<file path="src/rtl/cdc_rd_ptr_sync.sv">
`default_nettype none
// +----------------------------------------------------------------------------+
// | Module : cdc_rd_ptr_sync                                                   |
// | Brief  : Read-domain pointer stage of a CDC FIFO: binary/Gray read         |
// |          pointers, write-pointer synchroniser, fill level, underflow flag. |
// |          Define CDC_RD_SYNC_3STAGE_EN for a 3-flop synchroniser.           |
// | Rev    : 1.0 - initial release                                             |
// +----------------------------------------------------------------------------+
module cdc_rd_ptr_sync #(
  parameter int ADDR_WIDTH = 3
) (
  input  logic                  clk,
  input  logic                  rst,
  input  logic [ADDR_WIDTH-1:0] wrPtr_gray_async,
  input  logic                  fifoRe,
  input  logic                  clrUnderflow,
  output logic [ADDR_WIDTH-1:0] rdPtr_gray,
  output logic [ADDR_WIDTH-1:0] nextrdPtr_gray,
  output logic [ADDR_WIDTH-1:0] wrPtr_gray,
  output logic [ADDR_WIDTH-1:0] rdAddr,
  output logic [ADDR_WIDTH-1:0] rdLevel,
  output logic                  underflow
);

  localparam logic [ADDR_WIDTH-1:0] c_ONE = ADDR_WIDTH'(1);
  localparam logic [ADDR_WIDTH-1:0] c_TWO = ADDR_WIDTH'(2);

  function automatic logic [ADDR_WIDTH-1:0] f_bin2gray(input logic [ADDR_WIDTH-1:0] x);
    return x ^ (x >> 1);
  endfunction

  logic [ADDR_WIDTH-1:0] r_rdPtr_bin;
  logic [ADDR_WIDTH-1:0] r_rdPtr_gray;
  logic [ADDR_WIDTH-1:0] r_nextrdPtr_gray;
  logic [ADDR_WIDTH-1:0] r_sync1;
  logic [ADDR_WIDTH-1:0] r_wrPtr_gray;
  logic [ADDR_WIDTH-1:0] r_rdLevel;
  logic                  r_underflow;

  logic [ADDR_WIDTH-1:0] w_rdPtr_bin_next;
  logic [ADDR_WIDTH-1:0] w_wrBin;
  logic                  w_empty;

  assign w_rdPtr_bin_next = fifoRe ? (r_rdPtr_bin + c_ONE) : r_rdPtr_bin;
  assign w_empty          = (r_rdPtr_gray == r_wrPtr_gray);

  // Gray-to-binary: each binary bit is the XOR of all Gray bits at or above it.
  always_comb begin
    w_wrBin = '0;
    for (int i = 0; i < ADDR_WIDTH; i++) begin
      w_wrBin[i] = ^(r_wrPtr_gray >> i);
    end
  end

  always_ff @(posedge clk) begin
    if (!rst) begin
      r_rdPtr_bin      <= '0;
      r_rdPtr_gray     <= '0;
      r_nextrdPtr_gray <= c_ONE;
    end else if (fifoRe) begin
      r_rdPtr_bin      <= r_rdPtr_bin + c_ONE;
      r_rdPtr_gray     <= r_nextrdPtr_gray;
      r_nextrdPtr_gray <= f_bin2gray(r_rdPtr_bin + c_TWO);
    end
  end

`ifdef CDC_RD_SYNC_3STAGE_EN
  logic [ADDR_WIDTH-1:0] r_sync2;

  always_ff @(posedge clk) begin
    if (!rst) begin
      r_sync1      <= '0;
      r_sync2      <= '0;
      r_wrPtr_gray <= '0;
    end else begin
      r_sync1      <= wrPtr_gray_async;
      r_sync2      <= r_sync1;
      r_wrPtr_gray <= r_sync2;
    end
  end
`else
  always_ff @(posedge clk) begin
    if (!rst) begin
      r_sync1      <= '0;
      r_wrPtr_gray <= '0;
    end else begin
      r_sync1      <= wrPtr_gray_async;
      r_wrPtr_gray <= r_sync1;
    end
  end
`endif

  // Level is taken against the post-edge read pointer so it matches the pointers next cycle.
  always_ff @(posedge clk) begin
    if (!rst) begin
      r_rdLevel   <= '0;
      r_underflow <= 1'b0;
    end else begin
      r_rdLevel <= w_wrBin - w_rdPtr_bin_next;
      if (fifoRe && w_empty) begin
        r_underflow <= 1'b1;
      end else if (clrUnderflow) begin
        r_underflow <= 1'b0;
      end
    end
  end

  assign rdPtr_gray     = r_rdPtr_gray;
  assign nextrdPtr_gray = r_nextrdPtr_gray;
  assign wrPtr_gray     = r_wrPtr_gray;
  assign rdAddr         = r_rdPtr_bin;
  assign rdLevel        = r_rdLevel;
  assign underflow      = r_underflow;

endmodule
`default_nettype wire
</file>
<file path="config.mk">
export PLATFORM = sky130hd
export DESIGN_NAME = cdc_rd_ptr_sync
export DESIGN_NICKNAME = d
export VERILOG_FILES = /design/src/rtl/cdc_rd_ptr_sync.sv
export SDC_FILE = /design/constraint.sdc
export NUM_CORES = 1
export LEC_CHECK = 0
export BUFFER_PORTS_ARGS = -buffer_cell sky130_fd_sc_hd__buf_2
export CAP_MARGIN = 20
export CORE_AREA = 2 2 43 45
export CTS_CLUSTER_SIZE = 30
export DETAILED_ROUTE_END_ITERATION = 12
export DIE_AREA = 0 0 45 47
export HOLD_SLACK_MARGIN = 0.1
export PLACE_DENSITY = 0.7
export SETUP_SLACK_MARGIN = 0.15
export SLEW_MARGIN = 20
export SYNTH_ARGS = -nofsm -noshare
export SYNTH_HDL_FRONTEND = slang
export SYNTH_SLANG_ARGS = --single-unit
</file>
<file path="constraint.sdc">
create_clock -name clk -period 2.55 [get_ports clk]
set_input_delay 0.1275 -clock clk [delete_from_list [all_inputs] [get_ports clk]]
set_output_delay 0.1275 -clock clk [all_outputs]
set_load 0.1 [all_outputs]
</file>
# Word-level counts from Yosys, hierarchy flattened
# Cells that the tools add are included.
# op_classes
add_sub_neg	3
multipliers	0
div_mod_pow	0
n_lt_le_gt_ge	0
eq_ne	1
shift	0
muxes	3
bitwise	1
reduce_logical	5
# op_table
cell	n
3-bit XOR reduction	3
3-bit by 1-bit adder with 3-bit output, second input constant	1
3-bit by 2-bit adder with 3-bit output, second input constant	1
3-bit equality test	1
3-bit 2-to-1 mux	1
3-bit subtractor	1
3-bit by 2-bit XOR with 3-bit output	1
1-bit 2-to-1 mux	2
2-bit nonzero test	1
1-bit logical AND	1
# totals
regBits	19
latchBits	0
ram_bits	0
rom_bits	0
inputBits	7
n_memories	0

# Longest topological paths before layout
# Gate-level depths: netlist of the first run.
# logic_depth
word_depth	3
mapped_depth	8
depth_no_buf	8

# Worst setup path after synthesis of the first run
# No wires, ideal clock.
# synth_path
kind	reg-to-reg
from	reg r_wrPtr_gray[2], in the netlist wrPtr_gray[2]
to	reg r_rdLevel[2], in the netlist rdLevel[2]
setup_ps	72
t_arrival_ps	2514
required_ps	2478
setup_slack_ps	-36
stages_incl_launch_ff	9
path_buffers	0
path_cell_list	dfxtp_1 xor2_1 xnor2_1 ha_1 inv_1 fa_1 xor2_1 or2_0 mux2i_1
# synth_between
elab_chain_len	2
# synth_lines
item	line_no	text
start, declared	36	logic [ADDR_WIDTH-1:0] r_wrPtr_gray;
start signal, assigned	88	r_wrPtr_gray <= r_sync1;
3-bit XOR reduction	51	w_wrBin[i] = ^(r_wrPtr_gray >> i);
3-bit subtractor (*)	99	r_rdLevel <= w_wrBin - w_rdPtr_bin_next;
end signal, assigned	99	
end, declared	37	logic [ADDR_WIDTH-1:0] r_rdLevel;
# Every way passes the cells marked *; elsewhere a longest branch is shown, timed or not.
# A chain may end at the register's enable or synchronous reset.

# Worst setup path after layout of the first run
# Ends and elaborated chain as after synthesis.

==> results.toml, run 1 <==
[run]
maxCapViolations = 0

[synth]
yosys_warnings = 0
ys_types = 21
synthesis.area_um2 = 723
synth_fp_nets = 77
ys.flop_type = "dfxtp_1"
ys_async_sr_fraction = 0
synth-edff-count = 0
seq_area_frac_synth = 0.526
syn_inst = 67
ys_ff_latch = 19
syn_area_per_cell_um2 = 10.8

[finish]
final_cell_mix = "buf_2, dfxtp_1, and2_1, nor2_1"
mostFrequentLayoutCell = "buf_2"
area_growth_pct = 25.6
drive_gt1_frac = 0.316
fin_nets = 106
n_antenna_cell = 0

[clocking]
htree_levels = 1
post_cts_buffers = 0
clk_pin_slew_ns = 0.10
cts_hold_buf = 4
clk_latency_ns = 0.29
cts.sinks = 19
cts-resized-gates = 0
root_buffer = "clkbuf_4"
cts_buffers = 3
ctsLongestPathBuffers = 2
cts_tree = "built"

[critical_path]
end_kind = "flip-flop"
critical_path_class = "reg -> reg"
r2r_cells = 8
start_kind = "flip-flop"
worst-endpoint-required_ns = 2.78
path_max_fanout = 4
arrival_ns = 2.16

[routing]
drc = 0
drtIter0Drc = 2
ant_nets = 0
viasPerCell = 4.79
vias = 536
routed_wl_um = 1230
drtPass1Iterations = 2
avgRoutedWirePerCell_um = 11.0

[sta]
slew_violations = 0
setup_violations = 0
worst_pin_slew_ns = 0.496
timing.hold.ws_ns = 0.118
setup_tns_ns = 0
min_period_over_period = 0.756
skew_ns = 0.00550
max_freq_mhz = 519
slew_headroom = 0.672
rsz0062_at_grt = "false"
post-route-min-period_ns = 1.93
final_hold_viol_count = 0

[grt]
grt_overflow_total = 0
grt_pass1_wl_um = 1990
antenna_found_initial = 0
grt_pass1_vias = 464
grt_start_max_net_pins = 14
grt_usage = 0.137

[place]
portBuffers = 22
place.gp.congestion = 0.715

[floorplanning]
die_h_um = 47
coreArea_um2 = 1650
die_x_um = 45
ioPinCount = 23
dieArea_um2 = 2120
rows = 15
initial_core_util = 0.438

[power_and_ir_drop]
power.ir.vdd_worst_uv = 589
power_density_nw_per_um2 = 809
leakagePower_nw = 0.436
power_mw = 0.734

[hold_path]
min_path_cells = 3
hold_class = "in -> reg"

[run_status]
status = "complete, no violations"
-- sequential cells by signal, indices dropped and copies added, names as in the netlist --
name,cells
nextrdPtr_gray,3
r_sync1,3
rdAddr,3
rdLevel,3
rdPtr_gray,3
wrPtr_gray,3
underflow,1
-- metal layers --
layer | share of wire | global-route usage
met2 | 0.50 | 0.237
met5 | 0 | 0
met4 | 0 | 0.0529
met1 | 0.44 | 0.150
met3 | 0.058 | 0.0577
-- worst paths after layout --
check | to | from | slack (ns)
worst max-delay path | rdLevel[2] | wrPtr_gray[2] | 0.62
worst min-delay path | underflow | clrUnderflow | 0.12
worst max register to register | rdLevel[2] | wrPtr_gray[2] | 0.62
worst min register to register | wrPtr_gray[2] | r_sync1[2] | 0.44
-- through the flow --
| stage | cells | setup slack [ns] | util | area [um^2] |
|---|---|---|---|---|
| after detailed placement | 104 | 0.623 | 0.510 | 842 |
| after global routing | 112 | 0.468 | 0.550 | 908 |
| after CTS | 112 | 0.602 | 0.550 | 908 |
| after global placement | 104 | 0.705 | 0.510 | 842 |
| final | 112 | 0.622 | 0.550 | 908 |
| after floorplan | 67 | 0.180 | - | 726 |
-- power breakdown --
group | total (mW) | switching [mW] | internal (mW)
clock | 0.144 | 0.0836 | 0.0609
combinational | 0.255 | 0.202 | 0.0527
sequential | 0.335 | 0.0136 | 0.321
total | 0.734 | 0.299 | 0.435
-- cell type report --
cell class              count  area (um^2)
flip-flops and latches     19          383
clock buffers               4         26.3
fillers                   154          743
repair buffers             26          150
well taps                  17         21.3
inverters                   2         7.51
multi-input cells          44          320
-- critical path, stage by stage (launching register included) --
cell	delay, ns
dfxtp_2	0.38
xor2_1	0.28
xnor2_1	0.16
ha_1	0.16
inv_1	0.05
fa_1	0.36
xor2_1	0.16
or2_0	0.19
mux2i_1	0.12
-- kinds of logic (layout without fill, tap and decap cells) --
logic type / after synthesis / after routing / share of synthesized area
and+or+nand+nor: 23 / 23 / 0.161
DFF: 19 / 19 / 0.526
xor gates and xnor gates: 9 / 9 / 0.109
muxes: 5 / 5 / 0.0692
AOI/OAI and AO/OA: 4 / 4 / 0.0415
buffers and inverters: 4 / 32 / 0.0311
adders and majority gates: 3 / 3 / 0.0623
-- Yosys cell counts (2+ instances only) --
master | n | area share
mux2i_1 | 5 | 0.069
ha_1 | 2 | 0.035
and2_1 | 8 | 0.069
dfxtp_1 | 19 | 0.53
xor2_1 | 4 | 0.048
xnor2_1 | 5 | 0.061
nor2_1 | 8 | 0.042
nand2_1 | 3 | 0.016
No activity file was read; power rests on OpenSTA's default activity.
==> run 2: changes to the inputs <==
CORE_AREA = 2 2 45 47   (was 2 2 43 45)
DIE_AREA = 0 0 47 49   (was 0 0 45 47)
PLACE_DENSITY = 0.67   (was 0.7)
clock period = 1.6 ns   (was 2.55 ns; I/O delays follow)
==> run 2 against run 1 <==
Against the previous run:
- worst setup slack lost 0.77 ns
- the flow now finishes with violations (setup timing)
- largest cell class unchanged
- die area grew 8.9%
- count of clock-buffer cells in the layout is the same
- core utilization grew 1.9 points
- sequential power grew 59%
- total power grew 67%
- global-route usage grew 1.1 points
- sequential share of layout area shrank 4.3 points
- flip-flop and latch count is the same
- register-to-register slack lost 0.77 ns
- largest power group unchanged
- first-iteration DRC count shrank 50%
- critical path type unchanged
==> results.toml, run 2 (synthesis results as in run 1) <==
[run_status]
status = "finished, violations left"
violations = "setup timing"

[floorplanning]
initial_core_util = 0.393
die_x_um = 47
rows = 16
die_h_um = 49
ioPinCount = 23
dieArea_um2 = 2300
coreArea_um2 = 1840

[sta]
final_hold_viol_count = 0
setup_violations = 1
setup_tns_ns = -0.144
slew_violations = 0
slew_headroom = 0.676
timing.hold.ws_ns = 0.134
setup_ws_ns = -0.144
min_period_over_period = 1.09
post-route-min-period_ns = 1.74
skew_ns = 0.00320
worst_pin_slew_ns = 0.490
max_freq_mhz = 574
rsz0062_at_grt = "true"

[finish]
n_fill_cell = 186
post-route-util = 0.569
drive_gt1_frac = 0.466
area_growth_pct = 44.8
mostFrequentLayoutCell = "buf_2"
fin_nets = 114
n_antenna_cell = 0
final_cell_mix = "buf_2, dfxtp_1, nor2_1"

[critical_path]
start_kind = "flip-flop"
path_max_fanout = 2
worst-endpoint-required_ns = 1.83
end_kind = "flip-flop"
cpLargestDelayFamily = "adder cells"
critical_path_class = "reg -> reg"
crit_slowest_cell = "dfxtp_4"
crit_path_cell_trace = "xor2_4, xnor2_2, ha_2, inv_2, fa_2, xor2_1, or2_0, mux2i_1"
slowest_delay_ns = 0.38
arrival_ns = 1.97
critPathBufInv = 1

[clocking]
cts_buffers = 3
htree_levels = 1
cts.sinks = 19
root_buffer = "clkbuf_4"
ctsLongestPathBuffers = 2
cts_tree = "built"
clk_latency_ns = 0.29
clk_pin_slew_ns = 0.11

[place]
portBuffers = 22
dp_hpwl_um = 1010
place.gp.congestion = 0.747

[grt]
grt_pass1_wl_um = 2420
grtUsageMet1 = 0.193
grt_start_max_net_pins = 12
grt_usage = 0.148
busiest_layer = "met2"
grt_util_met3 = 0.0407
antenna_found_initial = 0
grtUsageMet2 = 0.226
grt_pass1_vias = 556
grt_overflow_total = 0

[routing]
avgRoutedWirePerCell_um = 10.7
drtPass1Iterations = 4
vias = 552
ant_nets = 0
viasPerCell = 4.25
drtIter0Drc = 1
routed_wl_um = 1390
drc = 0

[power_and_ir_drop]
power_density_nw_per_um2 = 1170
leakagePower_nw = 0.479
power_mw = 1.23
power.ir.vdd_worst_uv = 484

[run]
maxCapViolations = 0

[hold_path]
hold_class = "in -> reg"
## run 2: cell count changes in the layout (fill, tap and decap cells not counted), sizes merged
| cell | delta |
|---|---|
| dlygate4sd3 | +1 |
| buf | +7 |
## run 2: cell type report
cell class	count	area, um^2	area share
multi-input combinational	44	370	0.354
inverter	2	7.51	0.00717
clock buffer	4	26.3	0.0251
tap	27	33.8	0.0323
timing repair buffer	34	213	0.203
sequential	19	397	0.379
## run 2: timing repair
item	4_1_cts	5_1_grt
hold buffers	5	0
endpoints found under the setup margin	2	2
gates cloned	0	0
setup buffers	0	0
resized for setup	3	1
pin swaps	1	0
endpoints found under the hold margin	5	0
## run 2: per-layer routing
| metal | wire length, um | vias up |
|---|---|---|
| met3 | 67 | 2 |
| met1 | 595 | 249 |
| met2 | 709 | 14 |
| li1 | - | 287 |
| met5 | 0 | - |
| met4 | 21 | 0 |
## run 2: path summary, 6_finish.rpt
kind | startpoint | endpoint | slack [ns] | cells past startpoint
worst max-delay path | wrPtr_gray[1] | rdLevel[2] | -0.14 | 8
worst min-delay path | fifoRe | rdAddr[1] | 0.13 | 3
worst max register to register | wrPtr_gray[1] | rdLevel[2] | -0.14 | 8
worst min register to register | r_sync1[0] | wrPtr_gray[0] | 0.44 | 1
## run 2: worst register-to-register path: stages, from the launching register on
cell	delay [ns]
dfxtp_4	0.38
xor2_4	0.19
xnor2_2	0.12
ha_2	0.18
inv_2	0.03
fa_2	0.32
xor2_1	0.15
or2_0	0.19
mux2i_1	0.11
## run 2: metrics by stage
stage	std cells	area, um^2	worst slack (ns)
2_1_floorplan	67	767	-0.356
3_3_place_gp	121	948	-0.141
3_5_place_dp	121	948	-0.178
4_1_cts	130	1040	-0.184
5_1_grt	130	1050	-0.296
6_report	130	1050	-0.144
## run 2: power by group
| part | leakage [nW] | switching, mW | internal, mW | total, mW |
|---|---|---|---|---|
| Sequential | 0.160 | 0.0228 | 0.511 | 0.533 |
| Clock | 0.0150 | 0.141 | 0.0968 | 0.238 |
| Combinational | 0.304 | 0.336 | 0.118 | 0.454 |
| Total | 0.479 | 0.499 | 0.726 | 1.23 |
